[src/rtl/danger_spawner.sv]
// danger_spawner: spawns obstacles at the right screen edge into three slots,
// scrolls them left by speed+1 pixels per game tick and retires them once
// they reach the left edge.
// Optional feature macro: DANGER_BIRD_EN (when undefined, bird types are
// remapped so only cactus types 2..4 are produced).
module danger_spawner #(
   parameter logic [8:0]  SPAWN_X = 9'd397,
   parameter logic [7:0]  MIN_GAP = 8'd24,
   parameter logic [15:0] SEED    = 16'hACE1
) (
   input  logic       clk,
   input  logic       rst,
   input  logic       tick,
   input  logic       run,
   input  logic       clear,
   input  logic [2:0] speed,
   output logic [8:0] danger_pos1,
   output logic [8:0] danger_pos2,
   output logic [8:0] danger_pos3,
   output logic [2:0] danger_type1,
   output logic [2:0] danger_type2,
   output logic [2:0] danger_type3,
   output logic       danger_en1,
   output logic       danger_en2,
   output logic       danger_en3
);

   localparam logic [2:0] T_NOTHING = 3'd5;

   typedef enum logic [1:0] {IDLE, RUN, HOLD} state_t;

   state_t      state_q, state_d;
   logic [8:0]  pos_q  [3];
   logic [8:0]  pos_d  [3];
   logic [2:0]  type_q [3];
   logic [2:0]  type_d [3];
   logic        en_q   [3];
   logic        en_d   [3];
   logic [7:0]  gap_q, gap_d;
   logic [15:0] lfsr_q, lfsr_d;
   logic [3:0]  step;
   logic        found;

   // LFSR low bits to obstacle type; birds folded onto cacti unless enabled
   function automatic logic [2:0] map_type(input logic [2:0] v);
      logic [2:0] r;
      case (v)
`ifdef DANGER_BIRD_EN
         3'd0:    r = 3'd0;
         3'd1:    r = 3'd1;
`else
         3'd0:    r = 3'd2;
         3'd1:    r = 3'd4;
`endif
         3'd5:    r = 3'd2;
         3'd6:    r = 3'd3;
         3'd7:    r = 3'd4;
         default: r = v;
      endcase
      return r;
   endfunction

   // Gap reload sum is formed in 9 bits and clipped to the 8-bit counter
   function automatic logic [7:0] sat_gap(input logic [8:0] s);
      return (s > 9'd255) ? 8'd255 : s[7:0];
   endfunction

   assign step = {1'b0, speed} + 4'd1;

   assign danger_pos1  = pos_q[0];
   assign danger_pos2  = pos_q[1];
   assign danger_pos3  = pos_q[2];
   assign danger_type1 = type_q[0];
   assign danger_type2 = type_q[1];
   assign danger_type3 = type_q[2];
   assign danger_en1   = en_q[0];
   assign danger_en2   = en_q[1];
   assign danger_en3   = en_q[2];

   // Next-state: move/retire, spawn, gap countdown and LFSR advance per tick
   always_comb begin
      state_d = state_q;
      gap_d   = gap_q;
      lfsr_d  = lfsr_q;
      found   = 1'b0;
      for (int i = 0; i < 3; i++) begin
         pos_d[i]  = pos_q[i];
         type_d[i] = type_q[i];
         en_d[i]   = en_q[i];
      end

      case (state_q)
         IDLE: begin
            if (run) begin
               state_d = RUN;
               gap_d   = MIN_GAP;
            end
         end
         RUN: begin
            if (!run) begin
               state_d = HOLD;
            end else if (tick) begin
               for (int i = 0; i < 3; i++) begin
                  if (en_q[i]) begin
                     if (pos_q[i] > {5'd0, step}) begin
                        pos_d[i] = pos_q[i] - {5'd0, step};
                     end else begin
                        en_d[i]   = 1'b0;
                        pos_d[i]  = 9'd0;
                        type_d[i] = T_NOTHING;
                     end
                  end
               end
               // Free slots are judged on pre-tick enables, so a slot retired
               // this tick cannot be refilled until the next one.
               if (gap_q == 8'd0) begin
                  for (int i = 0; i < 3; i++) begin
                     if (!en_q[i] && !found) begin
                        found     = 1'b1;
                        en_d[i]   = 1'b1;
                        pos_d[i]  = SPAWN_X;
                        type_d[i] = map_type(lfsr_q[2:0]);
                     end
                  end
               end
               if (found) begin
                  gap_d = sat_gap({1'b0, MIN_GAP} + {4'd0, lfsr_q[4:0]});
               end else if (gap_q != 8'd0) begin
                  gap_d = gap_q - 8'd1;
               end
               lfsr_d = {lfsr_q[14:0],
                         lfsr_q[15] ^ lfsr_q[13] ^ lfsr_q[12] ^ lfsr_q[10]};
            end
         end
         HOLD: begin
            if (run) begin
               state_d = RUN;
            end
         end
         default: state_d = IDLE;
      endcase

      // clear wins over any tick; the LFSR keeps its state
      if (clear) begin
         state_d = IDLE;
         gap_d   = 8'd0;
         lfsr_d  = lfsr_q;
         for (int i = 0; i < 3; i++) begin
            pos_d[i]  = 9'd0;
            type_d[i] = T_NOTHING;
            en_d[i]   = 1'b0;
         end
      end
   end

   // State, slot, gap and LFSR registers with asynchronous active-low reset
   always_ff @(posedge clk or negedge rst) begin
      if (!rst) begin
         state_q <= IDLE;
         gap_q   <= 8'd0;
         lfsr_q  <= SEED;
         for (int i = 0; i < 3; i++) begin
            pos_q[i]  <= 9'd0;
            type_q[i] <= T_NOTHING;
            en_q[i]   <= 1'b0;
         end
      end else begin
         state_q <= state_d;
         gap_q   <= gap_d;
         lfsr_q  <= lfsr_d;
         for (int i = 0; i < 3; i++) begin
            pos_q[i]  <= pos_d[i];
            type_q[i] <= type_d[i];
            en_q[i]   <= en_d[i];
         end
      end
   end

endmodule

[config.mk]
export PLATFORM = sky130hd
export DESIGN_NAME = danger_spawner
export DESIGN_NICKNAME = d
export VERILOG_FILES = /design/src/rtl/danger_spawner.sv
export SDC_FILE = /design/constraint.sdc
export NUM_CORES = 1
export LEC_CHECK = 0
export CORE_ASPECT_RATIO = 2
export CORE_MARGIN = 2
export CORE_UTILIZATION = 61
export CTS_CLUSTER_DIAMETER = 80
export DETAILED_ROUTE_END_ITERATION = 8
export GPL_TIMING_DRIVEN = 0
export MAX_ROUTING_LAYER = met4
export PLACE_DENSITY = 0.85
export SKIP_LAST_GASP = 1
export SLEW_MARGIN = 15
export SYNTH_ARGS = -nofsm -noshare
export SYNTH_HDL_FRONTEND = slang
export SYNTH_SLANG_ARGS = --single-unit
export TNS_END_PERCENT = 50
[constraint.sdc]
create_clock -name clk -period 4.4 [get_ports clk]
set_clock_uncertainty 0.15 [all_clocks]
set_input_delay 1.32 -clock clk [delete_from_list [all_inputs] [get_ports clk]]
set_output_delay 1.32 -clock clk [all_outputs]
set_load 0.01 [all_outputs]
==> results of run 1 <==
-- cell type report --
class | instances | share of cell area [%]
multi-input cells | 356 | 44.9
flip-flops and latches | 65 | 33.3
repair buffers | 47 | 9.84
clock buffers | 10 | 4.85
well taps | 86 | 2.18
plain buffers | 21 | 1.90
inverters | 22 | 1.67
clock inverters | 6 | 1.37
-- critical path, cell delays in order --
cell and delay (ns):
sky130_fd_sc_hd__clkdlybuf4s50_1 0.44, sky130_fd_sc_hd__ha_1 0.44, sky130_fd_sc_hd__inv_1 0.19, sky130_fd_sc_hd__ha_1 0.32, sky130_fd_sc_hd__nor2b_1 0.17, sky130_fd_sc_hd__o311a_1 0.32, sky130_fd_sc_hd__o32ai_1 0.51, sky130_fd_sc_hd__nand3_1 0.25
sky130_fd_sc_hd__a31oi_1 0.23, sky130_fd_sc_hd__o22ai_1 0.10
-- final timing paths --
check	from	to	slack, ns	cells past startpoint
max	speed[0]	danger_pos2[8]$_DFFE_PN0P_	0.15	10
min	lfsr_q[5]$_DFFE_PN1P_	lfsr_q[6]$_DFFE_PN1P_	0.31	2
max reg2reg	gap_q[0]$_DFFE_PN0P_	gap_q[7]$_DFFE_PN0P_	1.28	9
min reg2reg	lfsr_q[5]$_DFFE_PN1P_	lfsr_q[6]$_DFFE_PN1P_	0.31	2
max in group asynchronous	rst	lfsr_q[11]$_DFFE_PN1P_	2.81	2
min in group asynchronous	rst	danger_pos3[2]$_DFFE_PN0P_	0.71	1
-- layout by cell type (no fill, tap or decap), types with 3 or more instances in the layout --
master / synthesis / routed
sky130_fd_sc_hd__a21o_1: 6 / 6
sky130_fd_sc_hd__a21oi_1: 26 / 26
sky130_fd_sc_hd__a31oi_1: 11 / 11
sky130_fd_sc_hd__buf_1: 3 / 3
sky130_fd_sc_hd__clkbuf_1: 14 / 13
sky130_fd_sc_hd__clkbuf_16: 0 / 9
sky130_fd_sc_hd__clkdlybuf4s50_1: 0 / 45
sky130_fd_sc_hd__dfrtp_1: 51 / 51
sky130_fd_sc_hd__dfstp_2: 14 / 14
sky130_fd_sc_hd__fa_1: 3 / 3
sky130_fd_sc_hd__ha_1: 12 / 12
sky130_fd_sc_hd__inv_1: 21 / 21
sky130_fd_sc_hd__maj3_1: 3 / 3
sky130_fd_sc_hd__nand2_1: 76 / 76
sky130_fd_sc_hd__nand2b_1: 10 / 10
sky130_fd_sc_hd__nand3_1: 17 / 17
sky130_fd_sc_hd__nand4_1: 4 / 4
sky130_fd_sc_hd__nor2_1: 26 / 26
sky130_fd_sc_hd__nor2b_1: 6 / 6
sky130_fd_sc_hd__nor3_1: 15 / 15
sky130_fd_sc_hd__nor4_1: 4 / 4
sky130_fd_sc_hd__o211ai_1: 3 / 3
sky130_fd_sc_hd__o21a_1: 6 / 6
sky130_fd_sc_hd__o21ai_0: 30 / 30
sky130_fd_sc_hd__o21ai_1: 11 / 11
sky130_fd_sc_hd__o22ai_1: 4 / 4
sky130_fd_sc_hd__o311ai_0: 3 / 3
sky130_fd_sc_hd__or3_1: 7 / 7
sky130_fd_sc_hd__xnor2_1: 12 / 12
sky130_fd_sc_hd__xor2_1: 3 / 3
-- cell families (layout without fill, tap and decap cells) --
logic type                 Yosys count  count (layout)  synth area share (%)
AOI/OAI and AO/OA                  139             139                  22.8
xor gates and xnor gates            16              16                  3.85
adders and majority gates           18              18                  5.97
buffers and inverters               43             106                  4.35
DFF                                 65              65                  40.8
muxes                                1               1                 0.249
and+or+nand+nor                    182             182                  21.9
-- routing by layer --
metal / global-route usage (%) / routed length, µm / part of all wire (%) / vias up
met5: - / 0 / 0 / -
met4: 21.3 / 580 / 5.2 / 0
met3: 6.95 / 606 / 5.4 / 51
met2: 53.3 / 5850 / 52 / 198
met1: 38.6 / 4230 / 38 / 1867
li1: - / - / - / 1793
-- sequential cells by signal (all words and copies together) (netlist names) --
name,cells
lfsr_q,16
danger_pos1,9
danger_pos2,9
danger_pos3,9
gap_q,8
danger_type1,3
danger_type2,3
danger_type3,3
state_q,2
danger_en1,1
danger_en2,1
danger_en3,1
-- power groups by stage --
stage                     sequential, µW  combinational (µW)  clock, µW
after floorplan                      664                 159          0
after global placement               671                 234          0
after detailed placement             672                 243          0
after CTS                            662                 247        737
after global routing                 665                 275        764
final                                663                 249        731
-- per-stage QoR --
step	utilization, %	hold slack (ns)	std cells
final	77.5	0.308	613
after global routing	77.5	0.325	613
after CTS	77.4	0.308	613
after detailed placement	72.6	0.298	597
after global placement	72.2	0.294	596
after floorplan	-	0.285	464
-- what timing repair did --
item / in CTS / in global routing
buffers inserted: 0 / 0
endpoints found under the setup margin: 0 / 7
resized for setup: 0 / 3
hold buffers: 0 / 0
==> results.txt, run 1 <==
The vertical extent of the die is ~120 µm. Yosys attributes the largest share of cell area to sky130_fd_sc_hd__dfrtp_1, sky130_fd_sc_hd__dfstp_2, sky130_fd_sc_hd__nand2_1. The first global-routing pass estimated 18200 µm of wire.

The reported leakage power came out at 0.00206 µW. In the final layout, flip-flops and latches occupy 1640 µm². The width of the die came out at 61.4 µm. The filler cells instantiated in the layout total 469. The footprint of the multi-input gates is 2210 µm². The placed cell area came out at 4620 µm².

TritonCTS built the clock tree. Entering global routing, the biggest net connects 46 pins. The clock passes through at most 2 buffers. Among all flip-flop cells after synthesis, the most frequent one is sky130_fd_sc_hd__dfrtp_1.

After layout, the worst setup slack is 0.152 ns. The synthesized netlist contains 76 unique library cells. The post-synthesis to final-layout area growth is 22.5%. The post-synth net total came out at 487. The wire length reported by the detailed router came out at 11300 µm. The clock period minus worst slack is 4.25 ns. The area enclosed by the die boundary came out at 7300 µm².

Clock-pin slew was measured on the worst setup and hold paths at 0.05 ns. The via count of the first global-routing pass is 3867. The number of antenna violations at the first check in global routing came out at 0. The flow ran to the end, and the final reports show no timing, DRC or antenna violations. The number of cell rows is 41. The number of H-tree branching levels came out at 3. The layout cell share with drive strength beyond 1 is slightly above 9%.

The post-route fraction of the period consumed by the critical path came out at 96.5%. The number of enable flip-flop cells after synthesis came out at 0. Setup repair after global routing could not meet its margin everywhere. The final hold violation count came to 0. The final setup violation count is 0. Synthesis produced between 400 and 500 cells. The overall via count from detail_route came out at 3909. The total congestion overflow after global routing is 0. The worst path arrival time is 4.30 ns. The post-synthesis area per instance is roughly 8.7 µm². The first-pass detailed-route iteration total came out at 5. Among all cell types in the netlist, the one instantiated most often is sky130_fd_sc_hd__nand2_1. The relative slew slack came out at 58.1%. Global routing consumed, over all layers together, 34.2% of the routing resources. The worst hold path belongs to the class register to register. The commonest cells after synthesis are sky130_fd_sc_hd__nand2_1, sky130_fd_sc_hd__dfrtp_1, sky130_fd_sc_hd__o21ai_0, sky130_fd_sc_hd__a21oi_1, sky130_fd_sc_hd__nor2_1. The number of port buffers came out at 46.

The number of DRC violations after detailed routing is 0. The final net count is roughly 550. The count of state elements after synthesis came out at 65.

The insertion delay of the later-clocked pin in the worst-skew pair is roughly 0.34 ns. The cell area after layout came out at 4930 µm². IR analysis of the VDD net gives a maximum drop of 0.337 mV. At the pin with the least slew margin, the transition time is 0.623 ns.

The per-cell routed wire length is 18.4 µm. The endpoint class of the critical path is a register. The area share of the largest cell type after synthesis is 31.7%. The number of max-cap violations is 0. In this run the worst path has a maximum fanout of 4. The power density of the placed cells came out at 333 nW/µm². For the worst setup path, the data required time is 4.45 ns. The detail route stage leaves a number of antenna-violating nets equal to 0. The number of pins with negative max-slew slack in the final report came out at 0. The total clock sinks is 65.

The core box area came out at 6360 µm². The aggregate negative setup slack is 0 ns. The sequential power share came out at 40.4%. Net switching is 28.1% of the power. For this design the total switching power over the nets is 462 µW. The fraction of synthesis flops using an asynchronous set or reset pin came out at between 90% and 100%. Combinational logic is responsible for between 10% and 20% of the overall power. The HPWL after detailed placement is 8230 µm. The worst setup path is launched from a primary input. The minimum setup slack after placement is -0.118 ns. 47 I/O pins were placed. During synthesis, Yosys emitted a total of 0 warnings.

The worst setup path is of the primary input to register kind. The detailed router finished its first iteration with 368 violations. The total inserted antenna cells is 0.

The post-synth design cell area came out at approximately 4000 µm². At the end of routability-driven placement, the weighted congestion stood at 0.976. Derived from the worst setup path, the maximum achievable clock frequency is 235 MHz.

The part of the power in the clock network came out at between 40 and 50%. The internal power of the cells totals ~1200 µW. The tree is rooted in a sky130_fd_sc_hd__clkbuf_16. The biggest area consumer among synthesized cells is sky130_fd_sc_hd__dfrtp_1.

The number of buffers added by the clock tree synthesis step came out at 9. The starting utilization of the core area is 63.3%. The via density per instance came out at 6.38. The overall power consumption came out at around 1600 µW. Sequential elements use 40.8% of the synthesized area.
Note: power is estimated with default switching activity, not from simulation.
==> run 2: changes to the inputs <==
--- a/config.mk
+++ b/config.mk
@@ -8,10 +8,10 @@
 export CORE_ASPECT_RATIO = 2
 export CORE_MARGIN = 2
-export CORE_UTILIZATION = 61
+export CORE_UTILIZATION = 40
 export CTS_CLUSTER_DIAMETER = 80
 export DETAILED_ROUTE_END_ITERATION = 8
 export GPL_TIMING_DRIVEN = 0
 export MAX_ROUTING_LAYER = met4
-export PLACE_DENSITY = 0.85
+export PLACE_DENSITY = 0.59
 export SKIP_LAST_GASP = 1
 export SLEW_MARGIN = 15
==> constraint.sdc (replaced) <==
create_clock -name clk -period 4.4 [get_ports clk]
set_clock_uncertainty 0.15 [all_clocks]
set_input_delay 0.66 -clock clk [delete_from_list [all_inputs] [get_ports clk]]
set_output_delay 0.66 -clock clk [all_outputs]
set_load 0.01 [all_outputs]
==> run 2 against run 1 <==
Compared with the run above:
- combinational power about the same
- clock-buffer cell count decreased by 1
- wire length grew 3.5%
- clock power rose by 5.9%
- register-to-register slack lost 0.08 ns
- largest cell class unchanged
- largest power group unchanged
- highest routed layer unchanged
==> results.txt, run 2 (synthesis results as in run 1) <==
The maximum vdd ir drop came out at 0.229 mV. The final hold violation count came out at 0. The worst min-delay path category is primary input to async pin. The remaining number of nets flagged by the antenna check after routing is 0. The core region is 9760 µm². The endpoint identified for the worst register-to-register timing path is gap_q[7]$_DFFE_PN0P_.

The switching portion of total power came out at 27.4%. The relative slew slack is 45.1%. Counting flops per register, the top entry is lfsr_q.

STA puts the critical path data required time at around 4.5 ns. The number of antenna violations at the first check in global routing is 0. The library cells used most frequently in the layout, excluding fill and tap cells, are sky130_fd_sc_hd__nand2_1, sky130_fd_sc_hd__dfrtp_1, sky130_fd_sc_hd__clkdlybuf4s50_1.

Buffers inserted during clock tree synthesis total 9. For the worst-skew pair, the clock arrives at the later sink with an insertion delay of 0.34 ns. In the final routed layout, each cell accounts on average for 17.7 µm. The number of buffers inserted to repair setup after CTS is 0. The root buffer cell is sky130_fd_sc_hd__clkbuf_16. Fill cells in the final layout number 962. The total overflow left after global routing is 0. The worst path arrival time came out at 3.72 ns. Setup violations remaining at the end of the flow were counted as 0. Measured along the x axis, the die boundary spans between 70 and 80 µm. Setup repair after global routing left no endpoint under its margin. For this design the ratio of total power to cell area is 337 nW/µm². STA classifies the critical path startpoint as a primary input. The starting utilization of the core area is 41.2%.

The total inserted antenna cells is 0. The flow ran to the end, and the final reports show no timing, DRC or antenna violations. The most critical setup path has its endpoint at danger_pos2[5]$_DFFE_PN0P_. The final hold slack came out at 0.0395 ns.

The minimum setup slack after placement came out at 0.455 ns. Entering global routing, the biggest net connects 50 pins. The launch point of the worst reg-to-reg path is gap_q[0]$_DFFE_PN0P_. The classification of the worst setup path is primary input to register. The number of cell rows came out at 51. The final net count is about 550. STA classifies the critical path endpoint as a register. The aggregate negative setup slack came out at 0 ns. The launching instance or port of the critical path is speed[0]. The first-pass detailed-route iteration total came out at 4. The detailed-placement wirelength estimate is about 8700 µm. The clock period minus worst slack is 3.65 ns. The most common cell after layout, fill and taps aside is sky130_fd_sc_hd__nand2_1. The part of the power in the clock network is between 40% and 50%. The fmax came out at 274 MHz. The internal portion of the total power is 1220 µW. The number of port buffers came out at 46. The finished layout holds roughly 660 standard cells, fillers aside.

The final worst setup slack is 0.751 ns. The total clock sinks came out at 65. Clock-pin slew was measured on the worst setup and hold paths at 0.06 ns. In this run the worst path has a maximum fanout of 6. In the final layout, the share of cells above drive strength 1 is 8.73%.

The sequential power share came out at 39.3%. The vertical extent of the die is 146 µm. From synthesis to final layout, the design area changed by 24.1%. TritonCTS built the clock tree.

The area of all sequential standard cells came out at 1640 µm². Counting cells, the worst reg-to-reg path comes to 9. The maximum clock path buffer count came out at 2. Including well taps, the total number of placed cells is 643. The combinational cell fraction of total power is around 15%. For flop-to-flop paths, the worst setup slack is between 1 and 1.5 ns. The quantity of gates resized following cts came out at 0. The number of design-rule violations left by the first detailed-router iteration is 217.

At the end of routability-driven placement, the weighted congestion stood at 0.922. Detailed routing inserted a total of 3716 vias. The register with the most flip-flops in the layout has 16 of them. At the pin with the least slew margin, the transition time is 0.818 ns.

The number of H-tree branching levels came out at 3. The number of placed I/O pins came out at 47. The global-route wire length before repair is 19000 µm. The number of pins with negative max-slew slack in the final report is 0. The die covers ~11000 µm². In the routed layout, each cell is associated on average with a via count of 5.64. The reported leakage power came out at 0.00206 µW. The via count of the first global-routing pass came out at 3714.

Summed over all nets, the switching power comes to 460 µW. The number of DRC violations after detailed routing is 0. The footprint of the multi-input gates is 2210 µm². The final layout contains routed wiring with a total length of 11700 µm. The number of hold buffers added after CTS was 0. The number of max-cap violations came out at 0.

Of the available clock period, the critical path in the final layout requires 82.9%. Global routing consumed, over all layers together, 23.5% of the routing resources.
==> run 2: cell count changes in the layout (fill, tap and decap cells not counted), sizes merged <==
cell	before	now
bufinv	1	2
clkbuf	24	23
clkinv	4	5
clkinvlp	2	1
==> run 2: how the worst min path moves through the flow <==
stage	end	slack [ns]	cells past startpoint
floorplan	danger_en1$_DFFE_PN0P_	0.21	0
global placement	lfsr_q[6]$_DFFE_PN1P_	0.30	2
detailed placement	lfsr_q[11]$_DFFE_PN1P_	0.30	2
CTS	danger_pos3[2]$_DFFE_PN0P_	0.04	1
global route	danger_pos3[2]$_DFFE_PN0P_	0.07	1
finish	danger_pos3[2]$_DFFE_PN0P_	0.04	1
==> run 2: power groups by stage <==
stage	combinational (µW)	sequential, µW	clock, µW
6_report	248	661	774
5_1_grt	280	665	815
4_1_cts	251	661	789
3_5_place_dp	248	671	0
3_3_place_gp	242	670	0
2_1_floorplan	159	664	0
==> run 2: per-layer routing <==
layer	track usage, %	vias to the layer above	wire length, µm
met1	26.2	1823	4590
li1	-	1801	-
met2	39.8	72	6380
met4	11.3	0	360
met3	3.12	20	330
met5	-	-	0
==> run 2: area by class of cell <==
| type | instances | area share [%] |
|---|---|---|
| multi-input combinational | 356 | 44.2 |
| inverter | 22 | 1.65 |
| clock inverter | 7 | 1.90 |
| tap | 132 | 3.31 |
| clock buffer | 9 | 4.51 |
| buffer | 21 | 1.85 |
| timing repair buffer | 47 | 9.72 |
| sequential | 65 | 32.9 |
==> run 2: per-stage QoR <==
stage | area (µm²) | util, % | power [µW]
after detailed placement | 4680 | 47.9 | 919
after floorplan | 4030 | - | 823
final | 5000 | 51.2 | 1680
after CTS | 5000 | 51.2 | 1700
after global placement | 4650 | 47.6 | 912
after global routing | 5000 | 51.2 | 1760
==> run 2: critical path: stages <==
cell and delay (ns):
sky130_fd_sc_hd__clkdlybuf4s50_1 0.44, sky130_fd_sc_hd__ha_1 0.44, sky130_fd_sc_hd__inv_1 0.19, sky130_fd_sc_hd__ha_1 0.32, sky130_fd_sc_hd__nor2b_1 0.17, sky130_fd_sc_hd__o311a_1 0.31, sky130_fd_sc_hd__o32ai_1 0.52, sky130_fd_sc_hd__a311oi_1 0.37
sky130_fd_sc_hd__a21oi_1 0.22, sky130_fd_sc_hd__o21ai_1 0.08
==> run 3: changes to the inputs <==
clock period = 3.5 ns   (was 4.4 ns; I/O delays follow)
==> run 3 against run 2 <==
Compared with the run above:
- sequential share of layout area decreased by 0.16 points
- critical endpoint is now danger_pos3[4]$_DFFE_PN0P_
- final cell count increased by 0.15%
- setup slack got worse by 0.62 ns
- combinational power increased by 27%
- largest power group unchanged
- flip-flop and latch count unchanged
==> results.txt, run 3 (synthesis results as in run 1) <==
In the layout the commonest cells are sky130_fd_sc_hd__nand2_1, sky130_fd_sc_hd__dfrtp_1, sky130_fd_sc_hd__clkdlybuf4s50_1. The total clock sinks came out at 65. The wire length reported by the detailed router is 11800 µm. The width of the die came out at 74.9 µm. The number of placed I/O pins is 47. The insertion delay of the later-clocked pin in the worst-skew pair is 0.34 ns. The worst-case IR drop observed on VDD is 0.288 mV. Setup repair after global routing left no endpoint under its margin.

The core utilization of the finished layout is 51.4%. Global routing finished with a remaining overflow of 0. The register with the most flip-flops in the layout has 16 of them.

STA classifies the critical path endpoint as a register. The via density per instance came out at 5.69. The last weighted congestion value of the routability-driven placer came out at 0.922. The fmax is a little under 300 MHz. STA classifies the critical path startpoint as a primary input. The number of pins with negative max-slew slack in the final report is 0. Relative to the synthesized area, the layout overhead comes to 24.7%. The global-route total usage across every layer came out at 23.6%. TritonCTS built the clock tree. The number of H-tree branching levels is 3. The per-cell routed wire length is 17.8 µm. The core box area is 9760 µm². The reported leakage power is 0.00207 µW.

The largest net degree at the start of global routing came out at 50. The tree is rooted in a sky130_fd_sc_hd__clkbuf_16. The starting utilization of the core area came out at 41.2%. The final setup violation count came out at 0. The power density of the placed cells came out at between 400 and 500 nW/µm². The clock period minus worst slack is 3.37 ns. The overall via count from detail_route is 3753. The slew of the pin with the lowest slew margin came out at between 0.6 and 0.7 ns.

In this run the worst path has a maximum fanout of 9. The total inserted antenna cells came out at 0. The number of max-cap violations is 0. The number of port buffers came out at 46. The number of antenna violations at the first check in global routing was 0.

More flip-flops sit in one register than any other, and that register is lfsr_q. The maximum clock path buffer count came out at 2. The run finished with clean final reports.

The final hold violation count came out at 0. The completed layout was analyzed and its total power is 2120 µW. The area enclosed by the die boundary is 10900 µm². The number of buffers added by the clock tree synthesis step came out at 9. The worst path arrival time came out at about 3.4 ns. The data required time of the critical path came out at 3.57 ns. Leaving out fill and tap cells, the most frequent cell in the layout is sky130_fd_sc_hd__nand2_1. The final net count came out at approximately 550. The detailed-placement wirelength estimate came out at about 9000 µm. By startpoint and endpoint, the worst setup path is classified as primary input to register. For this run, design rule violations remaining after detail routing come to 0. The layout cell share with drive strength beyond 1 came out at a little under a tenth.

The floorplan has 51 rows. The number of design-rule violations left by the first detailed-router iteration came out at slightly above 200. The clock input transition at the sequential cells of the worst setup and hold paths came out at 0.05 ns.

The global-route wire length before repair is 19000 µm. The worst hold path belongs to the class register to register. In this run the tightest slew margin relative to its limit is 58.3%.

The die is about 150 µm tall. The first-pass detailed-route iteration total came out at 5. The via count of the first global-routing pass is 3726. The post-route fraction of the period consumed by the critical path came out at 96.3%. The remaining number of nets flagged by the antenna check after routing came out at 0.
==> run 3: where the power goes <==
part	switching (µW)	total (µW)	internal, µW
Sequential	34.5	831	797
Combinational	196	315	119
Clock	353	976	623
==> run 3: worst max-delay path, cell delays in order <==
cell                              delay [ns]
sky130_fd_sc_hd__clkdlybuf4s50_1        0.44
sky130_fd_sc_hd__ha_1                   0.45
sky130_fd_sc_hd__inv_1                  0.19
sky130_fd_sc_hd__ha_1                   0.32
sky130_fd_sc_hd__nor2b_1                0.15
sky130_fd_sc_hd__a2111o_1               0.44
sky130_fd_sc_hd__a21o_1                 0.20
sky130_fd_sc_hd__a21oi_2                0.39
sky130_fd_sc_hd__o21ai_1                0.14
sky130_fd_sc_hd__a21o_1                 0.20
==> run 3: routing by layer <==
layer	routed length, µm	track usage, %	vias up
li1	-	-	1799
met1	4560	26.2	1831
met3	428	3.12	22
met5	0	-	-
met2	6430	39.9	101
met4	352	11.3	0
==> run 3: cell type report <==
cell class / instances / area (µm²)
clock buffer: 9 / 225
inverter: 22 / 82.6
tap: 132 / 165
timing repair buffer: 48 / 495
multi-input combinational: 356 / 2220
fill: 960 / 4740
clock inverter: 7 / 95.1
buffer: 21 / 93.8
sequential: 65 / 1640
==> run 3: repair_timing <==
action                                  CTS  global route
endpoints found under the hold margin    16             0
buffers inserted                          0             0
gates resized for setup                   0             5
endpoints found under the setup margin    0            20
hold buffers                              1             0
==> run 3: metrics by stage <==
stage	cells	setup WS (ns)	hold WS [ns]	cell area (µm²)	setup TNS (ns)
after floorplan	464	0.659	0.0794	4030	0
after CTS	660	0.0502	0.309	5010	0
after detailed placement	643	-0.310	0.269	4680	-5.01
after global routing	660	0.00221	0.336	5020	0
after global placement	642	-0.547	0.297	4650	-31.00
final	660	0.131	0.307	5020	0
==> run 3: final timing paths <==
path / startpoint / endpoint / slack [ns] / cells after the start
setup / recovery: speed[0] / danger_pos3[4]$_DFFE_PN0P_ / 0.13 / 10
hold / removal: lfsr_q[6]$_DFFE_PN1P_ / lfsr_q[7]$_DFFE_PN1P_ / 0.31 / 2
setup reg to reg: gap_q[0]$_DFFE_PN0P_ / gap_q[7]$_DFFE_PN0P_ / 0.30 / 9
hold reg to reg: lfsr_q[6]$_DFFE_PN1P_ / lfsr_q[7]$_DFFE_PN1P_ / 0.31 / 2
max in group asynchronous: rst / lfsr_q[13]$_DFFE_PN1P_ / 2.16 / 3
min in group asynchronous: rst / danger_pos3[2]$_DFFE_PN0P_ / 0.46 / 2
